### src/rtl/clock_pkg.sv
// rtl/clock_pkg.sv - shared time-base constants and counter width helper
// Contents:
//   CLK_HZ_DEF  : board clock frequency in Hz
//   TICK_HZ_DEF : default tick rate in Hz
//   cnt_width() : bits needed to hold a count in 0..n-1, never less than 1
package clock_pkg;

  localparam int CLK_HZ_DEF  = 100_000_000;
  localparam int TICK_HZ_DEF = 1;

  function automatic int cnt_width(input int n);
    int w;
    w = $clog2(n);
    return (w < 1) ? 1 : w;
  endfunction

endpackage

### src/rtl/mod_counter.sv
// rtl/mod_counter.sv - modulo counter with runtime terminal value and registered wrap pulse
// Ports:
//   clk   in  1  clock
//   rst   in  1  synchronous active-high reset, count and wrap to 0
//   clr   in  1  synchronous restart of the count, wrap forced low
//   en    in  1  advance the count; low holds it
//   last  in  W  terminal value; count wraps when it is at or beyond this value
//   count out W  current count
//   wrap  out 1  high for one cycle after the edge on which count returned to 0
module mod_counter #(
  parameter int W = 4
) (
  input  logic         clk,
  input  logic         rst,
  input  logic         clr,
  input  logic         en,
  input  logic [W-1:0] last,
  output logic [W-1:0] count,
  output logic         wrap
);

  always_ff @(posedge clk) begin
    if (rst) begin
      count <= '0;
      wrap  <= 1'b0;
    end else if (clr) begin
      count <= '0;
      wrap  <= 1'b0;
    end else if (en) begin
      // >= rather than == so that lowering 'last' below the current count
      // (fast mode engaged late in a period) wraps at once instead of
      // running on to 2^W.
      if (count >= last) begin
        count <= '0;
        wrap  <= 1'b1;
      end else begin
        count <= count + W'(1);
        wrap  <= 1'b0;
      end
    end else begin
      wrap <= 1'b0;
    end
  end

endmodule

### src/rtl/tick_gen.sv
// rtl/tick_gen.sv - clock divider producing a tick pulse, 50% blink and debug phase
// Ports:
//   clk   in  1      system clock
//   rst   in  1      synchronous active-high reset
//   en    in  1      count enable; low pauses the divider
//   clr   in  1      restart the current period (blink comes back high)
//   fast  in  1      1 selects the shortened period PERIOD/FAST_DIV
//   tick  out 1      one-cycle pulse per active period
//   blink out 1      high for the first half of each period
//   phase out CNT_W  current divider count
module tick_gen
  import clock_pkg::*;
#(
  parameter int CLK_HZ   = CLK_HZ_DEF,
  parameter int TICK_HZ  = TICK_HZ_DEF,
  parameter int FAST_DIV = 64
) (
  input  logic                                   clk,
  input  logic                                   rst,
  input  logic                                   en,
  input  logic                                   clr,
  input  logic                                   fast,
  output logic                                   tick,
  output logic                                   blink,
  output logic [cnt_width(CLK_HZ/TICK_HZ)-1:0]   phase
);

  localparam int PERIOD  = CLK_HZ / TICK_HZ;
  localparam int FPERIOD = PERIOD / FAST_DIV;
  localparam int CNT_W   = cnt_width(PERIOD);

  localparam logic [CNT_W-1:0] LAST_N = CNT_W'(PERIOD - 1);
  localparam logic [CNT_W-1:0] LAST_F = CNT_W'(FPERIOD - 1);
  localparam logic [CNT_W-1:0] HALF_N = CNT_W'(PERIOD / 2);
  localparam logic [CNT_W-1:0] HALF_F = CNT_W'(FPERIOD / 2);

  if (CLK_HZ % TICK_HZ != 0) begin : g_bad_tick_hz
    $error("tick_gen: CLK_HZ must be a multiple of TICK_HZ");
  end
  if (PERIOD % FAST_DIV != 0) begin : g_bad_fast_div
    $error("tick_gen: PERIOD must be a multiple of FAST_DIV");
  end
  if (FPERIOD < 2) begin : g_bad_fperiod
    $error("tick_gen: PERIOD/FAST_DIV must be at least 2");
  end

  logic [CNT_W-1:0] last;
  logic [CNT_W-1:0] half;
  logic [CNT_W-1:0] phase_next;

  always_comb begin
    last = fast ? LAST_F : LAST_N;
    half = fast ? HALF_F : HALF_N;
    // Value the counter will take on an enabled edge; blink is registered
    // from it so that it changes on the same edge as phase.
    phase_next = (phase >= last) ? '0 : phase + CNT_W'(1);
  end

  mod_counter #(
    .W(CNT_W)
  ) u_cnt (
    .clk   (clk),
    .rst   (rst),
    .clr   (clr),
    .en    (en),
    .last  (last),
    .count (phase),
    .wrap  (tick)
  );

  always_ff @(posedge clk) begin
    if (rst) begin
      blink <= 1'b0;
    end else if (clr) begin
      blink <= 1'b1;
    end else if (en) begin
      blink <= (phase_next < half);
    end
  end

endmodule

### config.mk
export PLATFORM = sky130hd
export DESIGN_NAME = tick_gen
export DESIGN_NICKNAME = d
export VERILOG_FILES = /design/src/rtl/clock_pkg.sv /design/src/rtl/mod_counter.sv /design/src/rtl/tick_gen.sv
export SDC_FILE = /design/constraint.sdc
export NUM_CORES = 1
export LEC_CHECK = 0
export ABC_CLOCK_PERIOD_IN_PS = 4400
export CORE_MARGIN = 1.5
export CORE_UTILIZATION = 55
export CTS_CLUSTER_SIZE = 10
export DETAILED_ROUTE_END_ITERATION = 10
export GPL_ROUTABILITY_DRIVEN = 0
export GPL_TIMING_DRIVEN = 0
export PLACE_DENSITY_LB_ADDON = 0.25
export SYNTH_ARGS = -nofsm -noshare
export SYNTH_HDL_FRONTEND = slang
export SYNTH_HIERARCHICAL = 1
export SYNTH_SLANG_ARGS = --single-unit
### constraint.sdc
create_clock -name clk -period 4.4 [get_ports clk]
set_clock_uncertainty 0.2 [all_clocks]
set_input_delay 0.44 -clock clk [delete_from_list [all_inputs] [get_ports clk]]
set_output_delay 0.44 -clock clk [all_outputs]
set_load 0.005 [all_outputs]
==> impl_results.md <==
* DRC at 0
* Layout Area Growth over Synthesis at 17.6%
* Final setup violating endpoints at 0
* Starting density of the core at 0.575
* H-tree Lvls at 2
* Top-area cell type share of the netlist area at 0.203
* Worst Hold End: blink
* Mean Syn Cell Area at 8.24 µm²
* First-pass GRT wire length at 14100 µm
* Routed WL per cell at 16.3 µm
* Slew @ Worst Pin at 0.902 ns
* Placed Instances at 535
* Initial drt markers at 242
* Fin. Hold Viols at 0
* Max Slew Vio Count at 0
* Die Ht at 82.2 µm
* Worst R2R Setup Slack at 0.17 ns
* CP Class: primary input to register
* Flops & latches, synth at 29
* Post-synth top cells: 56 x ha_1, 34 x inv_1, 33 x nand2_1
* Via count at 3427
* Register area share after synthesis at 0.168
* Area contributors post-synth: ha_1 20%, dfxtp_1 17%, xor2_1 6.1%
* Reg2reg path depth at 16
* Post-Syn Area at 0.00345 mm²
* Final wirelength at 8900 µm
* Area after DPL at 0.00390 mm²
* Warnings from Yosys at 6
* Worst Path Max Fanout at 25
* Final instance area at 0.00405 mm²
* Asr flop ratio synth at 0
* Overall power at 0.545 mW
* Count leader, synth: ha_1
* Critical path buffers and inverters at 4
* Hold Crit Class: register to register
* Proportion of layout cells with a drive suffix above 1 at 0.108
* Total CTS buffers at 5
* Die footprint at 0.00675 mm²
* DR vias/cell at 6.27
* Cell accounting for the most synthesized area: ha_1
* Ys flop type: dfxtp_1
* Crit end category: register
* Vias in the first global route at 3105
* Worst path max stage delay at 0.41 ns
* Most frequent cell on the critical path: ha_1
* FP Rows at 28
* R2r endpoint: blink
* Required time worst endpoint at 4.35 ns
* Static leakage at 1.70 nW
* Fmax at 0.236 GHz
* Crit path max-delay family: compound AO/OA/AOI/OAI gates
* PwrDens at 134 mW/mm²
* Worst hold stages at 2
* Status: finished clean
* Logic pwr share at 0.129
* # diodes at 0
* Max Cap Viol at 0
* Setup crit start kind: primary input
* Synth Instances at 418
* Clock Tree Buf Depth at 2
* Switch Pwr at 0.142 mW
* Clock Sinks at 29
* First-pass detailed-route iteration total at 4
* Hold wc startpoint: blink
* Chip width at 82.2 µm
* Sequential share of power at 0.489
* Worst Path Arrival at 4.19 ns
* PnR worst setup slack at 0.164 ns
* Largest net degree at the start of global routing at 26
* Core ar. at 0.00599 mm²
* Clock share of power at 0.381
* Sw Share at 0.262
* RSZ-0062 raised after global routing: false
* Slew Limit Headroom at 0.393
* Port bufs at 33
* Setup slack after placement at -2.13 ns
* Io pins at 34
* Final ANT Viol Nets at 0
* Initial antenna violation count at 0
* Final worst-path cycle share at 0.963
* Netlist cell types at 62
* EDFF count, synth at 0
* Gr usage total at 0.270
* Final HPWL DP at 6620 µm
* Critical path's slowest cell: a2111oi_2
* Nets at 532
* CTS tree: built
* Root Buffer: clkbuf_8
* Cell Count, Final, Fillers Out at 547
* CP cell instances: buf_8, clkinvlp_4, buf_4, ha_1, nand4_1, a2111oi_2, a21oi_1, o31ai_4, clkbuf_4, nor2_1, ha_1, nand2_1, nor4_1, o21ai_0, a41oi_1, o211ai_1, a2111oi_4, o32ai_1
* Worst skew pair latency at 0.28 ns
* Int Power at 0.402 mW
* Worst r2r src: u_cnt/count[9]
* Min Tclk post-route at 4.24 ns
* Grt total ovfl at 0
* VDD IR max at 0.173 mV
* Clock Pin Slew Worst Setup and Hold Paths at 0.06 ns
==> layout by cell type, fill, tap and decap left out, types with 14 or more instances in the layout <==
cell type / netlist / routed
a21oi_1: 23 / 23
nand3_1: 22 / 22
xor2_1: 24 / 24
dfxtp_1: 29 / 29
nor2_1: 27 / 27
inv_1: 34 / 33
nand4_1: 24 / 24
nor4_2: 14 / 14
xnor2_1: 14 / 14
clkdlybuf4s50_1: 0 / 32
nand2_1: 33 / 33
ha_1: 56 / 56
==> layout make-up <==
| type | count | area, µm² |
|---|---|---|
| sequential | 29 | 581 |
| timing repair inverter | 1 | 5.00 |
| buffer | 10 | 62.6 |
| tap | 75 | 93.8 |
| clock buffer | 8 | 80.1 |
| fill | 503 | 1940 |
| timing repair buffer | 36 | 358 |
| inverter | 34 | 131 |
| multi-input combinational | 354 | 2740 |
==> worst register-to-register path: stages (launching register included) <==
cell	delay [ns]
dfxtp_1	0.68
ha_1	0.36
a21o_1	0.18
a21oi_1	0.27
o211ai_1	0.16
a21oi_1	0.33
o31ai_4	0.11
clkbuf_4	0.22
nor2_1	0.12
ha_1	0.17
nand2_1	0.05
nor4_1	0.26
o21ai_0	0.13
a41oi_1	0.22
o211ai_1	0.18
a2111oi_4	0.35
o32ai_1	0.12
==> state kept, by name (all words and copies together), names as in the netlist <==
| signal | flops |
|---|---|
| u_cnt/count | 27 |
| u_cnt/wrap | 1 |
| blink | 1 |
==> metrics by stage <==
stage               TNS (ns)  utilization  hold slack [ns]
floorplan                  0            -            0.316
global placement       -2.01        0.652            0.354
detailed placement     -3.40        0.652            0.389
CTS                        0        0.672            0.403
global route               0        0.676            0.417
finish                     0        0.676            0.392
==> timing repair <==
action,4_1_cts,5_1_grt
buffers inserted,3,0
hold buffers,0,0
pin swaps,1,1
gates cloned,1,0
endpoints found under the setup margin,1,1
resized for setup,10,5
==> how the worst max path moves through the flow <==
stage                     cells after the start      startpoint    end  slack, ns
after floorplan                              17            fast  blink       0.27
after global placement                       18            fast  blink      -2.01
after detailed placement                     18            fast  blink      -2.13
after CTS                                    18            fast  blink       0.04
after global routing                         16  u_cnt/count[8]  blink       0.02
final                                        18            fast  blink       0.16
==> layer usage <==
metal	up-vias	wire, µm	global-route usage
met1	1610	3780	0.330
met4	0	297	0.122
met2	125	4310	0.470
li1	1664	-	-
met5	-	0	0
met3	28	511	0.0352
==> kinds of logic (layout without fill, tap and decap cells) <==
kind of cell	after synthesis	in the layout	share of synthesized area
fa+ha+maj	56	56	0.203
compound gates	70	70	0.143
simple gates	178	178	0.329
xor+xnor	38	38	0.0966
buf+inv	44	89	0.0541
other cells	2	11	0.00218
flops	29	29	0.168
mux	1	1	0.00290
==> power groups by stage <==
stage                     logic [mW]  clock network, mW  registers, mW
after floorplan               0.0432                  0          0.272
after global placement        0.0623                  0          0.272
after detailed placement      0.0664                  0          0.272
after CTS                     0.0687              0.211          0.267
after global routing          0.0798              0.223          0.267
final                         0.0703              0.208          0.267
(Power assumes the default switching activity.)
